==> src/rtl/irq_ctrl.sv <==
// irq_ctrl: 16-source interrupt controller with edge/level modes,
// per-source mask, global enable and a lowest-index vector register.
// Ports:
//   clk, rst      clock and synchronous active-high reset
//   stb, we       bus strobe and write enable (ack = stb)
//   addr          0 PEND (W1C), 1 MASK, 2 MODE, 3 CTRL/VEC
//   data_in       bus write data
//   data_out      bus read data (combinational)
//   ack           bus acknowledge
//   irq_in        interrupt sources (bit 0 = timer)
//   irq           registered request to the CPU
module irq_ctrl (
    input  logic        clk,
    input  logic        rst,
    input  logic        stb,
    input  logic        we,
    input  logic [1:0]  addr,
    input  logic [31:0] data_in,
    output logic [31:0] data_out,
    output logic        ack,
    input  logic [15:0] irq_in,
    output logic        irq
);

    logic [15:0] pending;
    logic [15:0] mask;
    logic [15:0] mode;
    logic [15:0] prev;
    logic        gie;
    logic        vvalid;
    logic [3:0]  vnum;

    logic        wr_en;
    logic [15:0] w1c;
    logic [15:0] rise;
    logic [15:0] pend_nxt;
    logic [15:0] active;
    logic [3:0]  vnum_nxt;
    logic [31:0] rd_mux;
    logic        unused_hi;

    assign unused_hi = ^data_in[31:16];

    assign ack   = stb;
    assign wr_en = stb & we;

    assign w1c = (wr_en && addr == 2'd0)
               ? data_in[15:0] : 16'h0000;

    assign rise = irq_in & ~prev;

    // Edge sources: a new rising edge wins over a W1C in
    // the same cycle. Level sources simply track irq_in.
    assign pend_nxt =
        (mode & (rise | (pending & ~w1c))) |
        (~mode & irq_in);

    assign active = pending & mask;

    // Downward scan so the lowest set index is the last
    // assignment and therefore wins.
    always_comb begin
        vnum_nxt = 4'd0;
        for (int i = 15; i >= 0; i--) begin
            if (active[i]) begin
                vnum_nxt = 4'(i);
            end
        end
    end

    always_ff @(posedge clk) begin
        if (rst) begin
            pending <= 16'h0000;
            mask    <= 16'h0000;
            mode    <= 16'h0000;
            prev    <= 16'h0000;
            gie     <= 1'b0;
            vnum    <= 4'd0;
            vvalid  <= 1'b0;
            irq     <= 1'b0;
        end else begin
            prev    <= irq_in;
            pending <= pend_nxt;
            vnum    <= vnum_nxt;
            vvalid  <= |active;
            irq     <= gie & (|active);
            if (wr_en && addr == 2'd1) begin
                mask <= data_in[15:0];
            end
            if (wr_en && addr == 2'd2) begin
                mode <= data_in[15:0];
            end
            if (wr_en && addr == 2'd3) begin
                gie <= data_in[0];
            end
        end
    end

    always_comb begin
        rd_mux = 32'h0000_0000;
        unique case (addr)
            2'd0: rd_mux = {16'h0000, pending};
            2'd1: rd_mux = {16'h0000, mask};
            2'd2: rd_mux = {16'h0000, mode};
            2'd3: rd_mux = {vvalid, 22'd0, gie,
                            4'd0, vnum};
            default: rd_mux = 32'h0000_0000;
        endcase
    end

    assign data_out = stb ? rd_mux : 32'h0000_0000;

endmodule

==> config.mk <==
export PLATFORM = sky130hd
export DESIGN_NAME = irq_ctrl
export DESIGN_NICKNAME = d
export VERILOG_FILES = /design/src/rtl/irq_ctrl.sv
export SDC_FILE = /design/constraint.sdc
export NUM_CORES = 1
export LEC_CHECK = 0
export ABC_AREA = 1
export CORE_MARGIN = 2
export CORE_UTILIZATION = 54
export CTS_BUF_LIST = sky130_fd_sc_hd__clkbuf_4 sky130_fd_sc_hd__clkbuf_8
export CTS_CLUSTER_DIAMETER = 150
export DETAILED_ROUTE_END_ITERATION = 16
export PLACE_DENSITY_LB_ADDON = 0.12
export SLEW_MARGIN = 0
export SYNTH_ARGS = -nofsm -noshare
export SYNTH_HDL_FRONTEND = slang
export SYNTH_SLANG_ARGS = --single-unit
export TNS_END_PERCENT = 20
==> constraint.sdc <==
create_clock -name clk -period 3.1 [get_ports clk]
set_input_delay 0.62 -clock clk [delete_from_list [all_inputs] [get_ports clk]]
set_output_delay 0.62 -clock clk [all_outputs]
set_load 0.02 [all_outputs]
==> impl_metrics.json, run 1 <==
{
  "use_met2_pct": 39.2,
  "rr_startpoint": "pending[15]",
  "cts_tree": "built",
  "gp_congestion": 0.833,
  "power.leakage_nw": 1.98,
  "routed_via_density": 5.03,
  "dp_hpwl_um": 5150,
  "worst_slack_ps": 119,
  "ys_seq_area_share_pct": 44.4,
  "skew_ps": 14.2,
  "final_antenna_net_count": 0,
  "min_from": "prev[11]",
  "synth_cells": 447,
  "muxShareOfSynthArea_pct": 0,
  "crit_type": "in -> out",
  "cts_root_buf": "clkbuf_8",
  "period_needed_ps": 2980,
  "yosys_warnings": 0,
  "drt_iter0_markers": 147,
  "fmax_mhz": 335,
  "wl_um": 7510,
  "p_int_w": 0.00140,
  "max_cap_viol_count": 0,
  "overflow": 0,
  "p_sw_w": 0.000505,
  "synth.avg_cell_area_um2": 7.17,
  "htree_levels": 3,
  "cts.sinks": 71,
  "clock_latency_ps": 340,
  "core_um2": 5820,
  "grt_pass1_wl_um": 12000,
  "cp-start-kind": "input port",
  "combPwrFrac_pct": 12.2,
  "swShare_pct": 26.5,
  "r2r-end": "vnum[0]",
  "top_usage_layer": "met2",
  "r2r_cells": 16,
  "post-route-period-util_pct": 96.2,
  "required_ps": 2480,
  "synth-compound-area-share_pct": 20.5,
  "ys_types": 27,
  "crit_fanout": 7,
  "pwr_density_cell_nw_per_um2": 471,
  "globalRouteTotalUtil_pct": 24.1,
  "cts_inserted_buffers": 9,
  "use_met1_pct": 31.3,
  "cp.arrival_ps": 2360,
  "yosys.area_share.simple_pct": 21.7,
  "final_nets": 565,
  "grt_antenna_before_repair": 0,
  "rows": 28,
  "drt_pass1_iterations": 4,
  "cts_setup_buffers": 0,
  "vias": 2975,
  "hold_viol": 0,
  "drv_slew": 0,
  "ir_worst_vdd_v": 0.000483,
  "diodes": 0,
  "die_x_um": 81.0,
  "synth-xor-area-share_pct": 0,
  "post_drt_wl_per_cell_um": 12.7,
  "hp-class": "reg -> reg",
  "path_clk_slew_ps": 80,
  "synth_top_family_by_area": "simple AND/OR/NAND/NOR gates",
  "fillCellCount": 512,
  "r2r_slack_ps": 1750,
  "fin_util_pct": 69.6,
  "min_path_cells": 3,
  "die_h_um": 81.0,
  "synth_area_um2": 3200,
  "drc": 0,
  "num_io_pins": 88,
  "synth-seq-cells": 71,
  "grt_pass1_vias": 2561,
  "holdPathEnd": "pending[11]",
  "clock_path_buffers": 2,
  "synthAdderAreaFrac_pct": 0,
  "grt_max_degree": 36,
  "grtUsageMet3_pct": 4.89,
  "grt_setup_unrepaired": "false",
  "die_area_um2": 6560,
  "power_frac_seq_pct": 51.4,
  "setup_viol": 0,
  "pre_cts_ws_ps": -24.3,
  "start_util_pct": 55.1,
  "io_buffers": 56,
  "crit_path_end_kind": "primary output",
  "drive_above_1_share_pct": 8.53,
  "p_clk_share_pct": 36.4,
  "outcome": "completed",
  "area_growth_pct": 26.4
}
## sequential cells by signal (all words and copies together), names as in the netlist
name,count
gie,1
irq,1
mask,16
mode,16
pending,16
prev,16
vnum,4
vvalid,1
## timing repair
action | 4_1_cts | 5_1_grt
endpoints found under the hold margin | 0 | 0
endpoints found under the setup margin | 5 | 8
hold buffers | 0 | 0
resized for setup | 5 | 8
## cell usage after synthesis
cell type	number	share of area [%]
a22o_1	1	0.27
a31oi_1	1	0.20
nor3b_1	1	0.23
o21a_1	1	0.23
nor2_1	27	3.2
dfxtp_1	71	44
nor2_4	3	1.1
conb_1	1	0.12
o211ai_1	16	3.8
nand4_1	1	0.20
a311oi_1	1	0.27
clkbuf_1	7	0.82
a21oi_1	35	5.5
nand2_1	133	16
o21ai_1	17	2.7
buf_2	5	0.78
a21oi_2	1	0.27
nand2_2	1	0.20
nand3_1	7	1.1
inv_2	2	0.23
nor2_2	1	0.20
a31o_2	3	0.82
buf_4	19	4.5
buf_6	3	1.1
o21ai_0	33	5.2
inv_1	51	6.0
a41oi_1	5	1.4
## worst max-delay path, cell delays in order
cell and delay (ps):
clkdlybuf4s50_1 460, buf_4 170, nor2_4 130, buf_4 170, nand2_1 50, nand3_1 70, nand2_1 50, inv_1 50
clkdlybuf4s50_1 590
## per-stage QoR
step | cells | power [W] | hold WS [ps] | instance area [µm²] | setup TNS [ps]
global placement | 575 | 0.00123 | 454 | 3850 | -39.3
CTS | 591 | 0.00191 | 481 | 4030 | 0
floorplan | 461 | 0.00114 | 446 | 3260 | 0
finish | 591 | 0.00191 | 477 | 4050 | 0
global route | 591 | 0.00199 | 498 | 4050 | 0
detailed placement | 575 | 0.00124 | 462 | 3850 | -54.4
## layout by cell type, fill, tap and decap left out, types with 2 or more instances in the layout
cell / instances
nand2_1: 133
dfxtp_1: 71
inv_1: 51
clkdlybuf4s50_1: 43
a21oi_1: 35
o21ai_0: 33
nor2_1: 27
o21ai_1: 17
o211ai_1: 16
conb_1: 15
buf_4: 14
clkbuf_8: 11
dlymetal6s2s_1: 8
nand3_1: 7
a41oi_1: 5
dlygate4sd2_1: 5
nor2_4: 3
a31o_2: 3
buf_12: 3
inv_2: 2
clkinvlp_4: 2
## worst max-delay path by stage
stage | start | endpoint | cells past startpoint
finish | addr[1] | data_out[5] | 9
global route | addr[1] | data_out[5] | 9
CTS | addr[1] | data_out[1] | 7
detailed placement | addr[1] | data_out[3] | 7
global placement | addr[0] | data_out[15] | 9
floorplan | addr[0] | data_out[0] | 6
## metal layers
metal,up-vias,routed length [µm]
li1,1536,-
met1,1340,3470
met2,87,3500
met3,12,395
met4,0,147
met5,-,0
## layout make-up
| class | instances | area (µm²) | share of cell area, % |
|---|---|---|---|
| Inverter | 53 | 199 | 4.91 |
| Sequential cell | 71 | 1420 | 35.1 |
| Timing Repair Buffer | 73 | 739 | 18.3 |
| Clock inverter | 4 | 28.8 | 0.711 |
| Tap cell | 75 | 93.8 | 2.32 |
| Multi-Input combinational cell | 303 | 1410 | 34.8 |
| Clock buffer | 12 | 159 | 3.92 |
## power by group through the flow
stage                     Combinational (W)  Sequential, W  Clock (W)
after floorplan                    0.000145       0.000994          0
after global placement             0.000231       0.000999          0
after detailed placement           0.000235        0.00100          0
after CTS                          0.000235       0.000980   0.000699
after global routing               0.000259       0.000985   0.000749
final                              0.000233       0.000981   0.000694
## cell families (layout without fill, tap and decap cells)
logic type	count (synthesis)	after routing
compound gates	114	114
buf+inv	87	142
flops	71	71
other cells	1	15
simple gates	174	174
Note: power is estimated with default switching activity, not from simulation.
==> run 2: changes to the inputs <==
CORE_UTILIZATION = 52   (was 54)
CTS_BUF_LIST = default   (was sky130_fd_sc_hd__clkbuf_4 sky130_fd_sc_hd__clkbuf_8)
SLEW_MARGIN = default   (was 0)
==> run 2 against run 1 <==
Worst setup slack better by 3.8 ps. Total power shrank 1.2%. Cell count unchanged. Global-route usage up 0.31 points. Fmax grew 0.13%. Register-to-register slack about the same. Largest cell class unchanged. First-iteration DRC count up 50%. Combinational power barely moved.
==> impl_metrics.json, run 2 (synthesis results as in run 1) <==
{
  "final_nets": 565,
  "setup_tns_ps": 0,
  "hp-class": "reg -> reg",
  "cts_setup_buffers": 0,
  "grt_max_degree": 36,
  "final_antenna_net_count": 0,
  "relSlewSlack_pct": 61.0,
  "grt_antenna_before_repair": 0,
  "drv_slew": 0,
  "setup_viol": 0,
  "dp_hpwl_um": 5210,
  "cts_root_buf": "clkbuf_8",
  "drc": 0,
  "die_area_um2": 6800,
  "crit_path_end_kind": "primary output",
  "cts_tree": "built",
  "cpPeakStageDelay_ps": 590,
  "combPwrFrac_pct": 12.4,
  "hold_viol": 0,
  "io_buffers": 56,
  "grt_pass1_vias": 2740,
  "layout_commonest_cell": "nand2_1",
  "fillCellCount": 506,
  "pwr_density_cell_nw_per_um2": 466,
  "cts_inserted_buffers": 9,
  "crit_slowest_cell": "clkdlybuf4s50_1",
  "die_x_um": 82.5,
  "diodes": 0,
  "drt_iter0_markers": 220,
  "power.leakage_nw": 2.02,
  "holdWs_ps": 481,
  "gp_congestion": 0.888,
  "post_drt_wl_per_cell_um": 12.6,
  "mostFrequentLayoutCells": "133 x nand2_1, 71 x dfxtp_1, 51 x inv_1",
  "multi_input_area_um2": 1410,
  "routed_via_density": 5.05,
  "regArea_um2": 1420,
  "num_io_pins": 88,
  "post-route-period-util_pct": 96.0,
  "drive_above_1_share_pct": 8.14,
  "required_ps": 2480,
  "path_cells": "clkdlybuf4s50_1 -> buf_4 -> nor2_4 -> buf_12 -> nand2_1 -> nand3_1 -> nand2_1 -> inv_1 -> clkdlybuf4s50_1",
  "tightest_slew_ps": 585,
  "crit_fanout": 10,
  "power_frac_seq_pct": 52.1,
  "p_sw_w": 0.000494,
  "grt_setup_unrepaired": "false",
  "vias": 2982,
  "max_cap_viol_count": 0,
  "cp-start-kind": "input port",
  "cts.sinks": 71,
  "clock_latency_ps": 340,
  "clock_path_buffers": 2,
  "drt_pass1_iterations": 4,
  "cp.arrival_ps": 2360,
  "core_um2": 5920,
  "overflow": 0,
  "period_needed_ps": 2980,
  "ir_worst_vdd_v": 0.000492,
  "wl_um": 7440,
  "p_int_w": 0.00139,
  "outcome": "completed",
  "cp_top_family": "buffers and inverters",
  "path_clk_slew_ps": 70,
  "grt_pass1_wl_um": 12600,
  "globalRouteTotalUtil_pct": 24.4,
  "crit_type": "in -> out",
  "path_buf_inv": 5,
  "rows": 28,
  "skew_ps": 7.33,
  "ctsHoldBuffers": 0,
  "die_h_um": 82.5,
  "fmax_mhz": 336,
  "area_growth_pct": 26.4,
  "p_clk_share_pct": 35.6,
  "swShare_pct": 26.2,
  "htree_levels": 3,
  "start_util_pct": 54.1
}
## run 2: final cells by class
| cell class | count | share of cell area, % |
|---|---|---|
| multi-input combinational | 303 | 34.8 |
| clock inverter | 3 | 0.433 |
| inverter | 53 | 4.91 |
| timing repair buffer | 73 | 18.5 |
| sequential | 71 | 35.1 |
| clock buffer | 13 | 3.93 |
| tap | 75 | 2.32 |
## run 2: tightest hold or removal path: cells and delay by family, from the launching register on
family	cells	cell delay [ps]
compound gates	1	50
flops	1	300
simple gates	2	100
## run 2: power groups by stage
stage / clock [W] / sequential [W] / combinational [W]
after floorplan: 0 / 0.000994 / 0.000145
after global placement: 0 / 0.00100 / 0.000231
after detailed placement: 0 / 0.00100 / 0.000235
after CTS: 0.000682 / 0.000981 / 0.000235
after global routing: 0.000714 / 0.000986 / 0.000262
final: 0.000670 / 0.000982 / 0.000233
## run 2: routing by layer
metal	wire, µm	global-route usage [%]	up-vias
li1	-	-	1540
met1	3430	32.9	1350
met2	3470	38.5	85
met3	462	5.76	7
met4	74	7.67	0
met5	0	0	-
## run 2: path summary, 6_finish.rpt
kind,startpoint,end,slack [ps],depth (start not counted)
max reg2reg,pending[15],vnum[0],1740,16
min reg2reg,prev[9],pending[9],480,3
min,prev[9],pending[9],480,3
max,addr[1],data_out[13],120,9
## run 2: per-stage QoR
stage	area [µm²]	std cells	worst slack (ps)	util, %	power [W]
2_1_floorplan	3260	461	988	-	0.00114
3_3_place_gp	3850	575	-12.8	65.0	0.00123
3_5_place_dp	3850	575	-31.0	65.0	0.00124
4_1_cts	4020	591	1.51	67.9	0.00190
5_1_grt	4050	591	25.9	68.4	0.00196
6_report	4050	591	123	68.4	0.00189
## run 2: what timing repair did
| action | in CTS | in global routing |
|---|---|---|
| pin swaps | 0 | 0 |
| gates cloned | 0 | 0 |
| setup endpoints to repair | 3 | 11 |
| gates resized for setup | 3 | 11 |
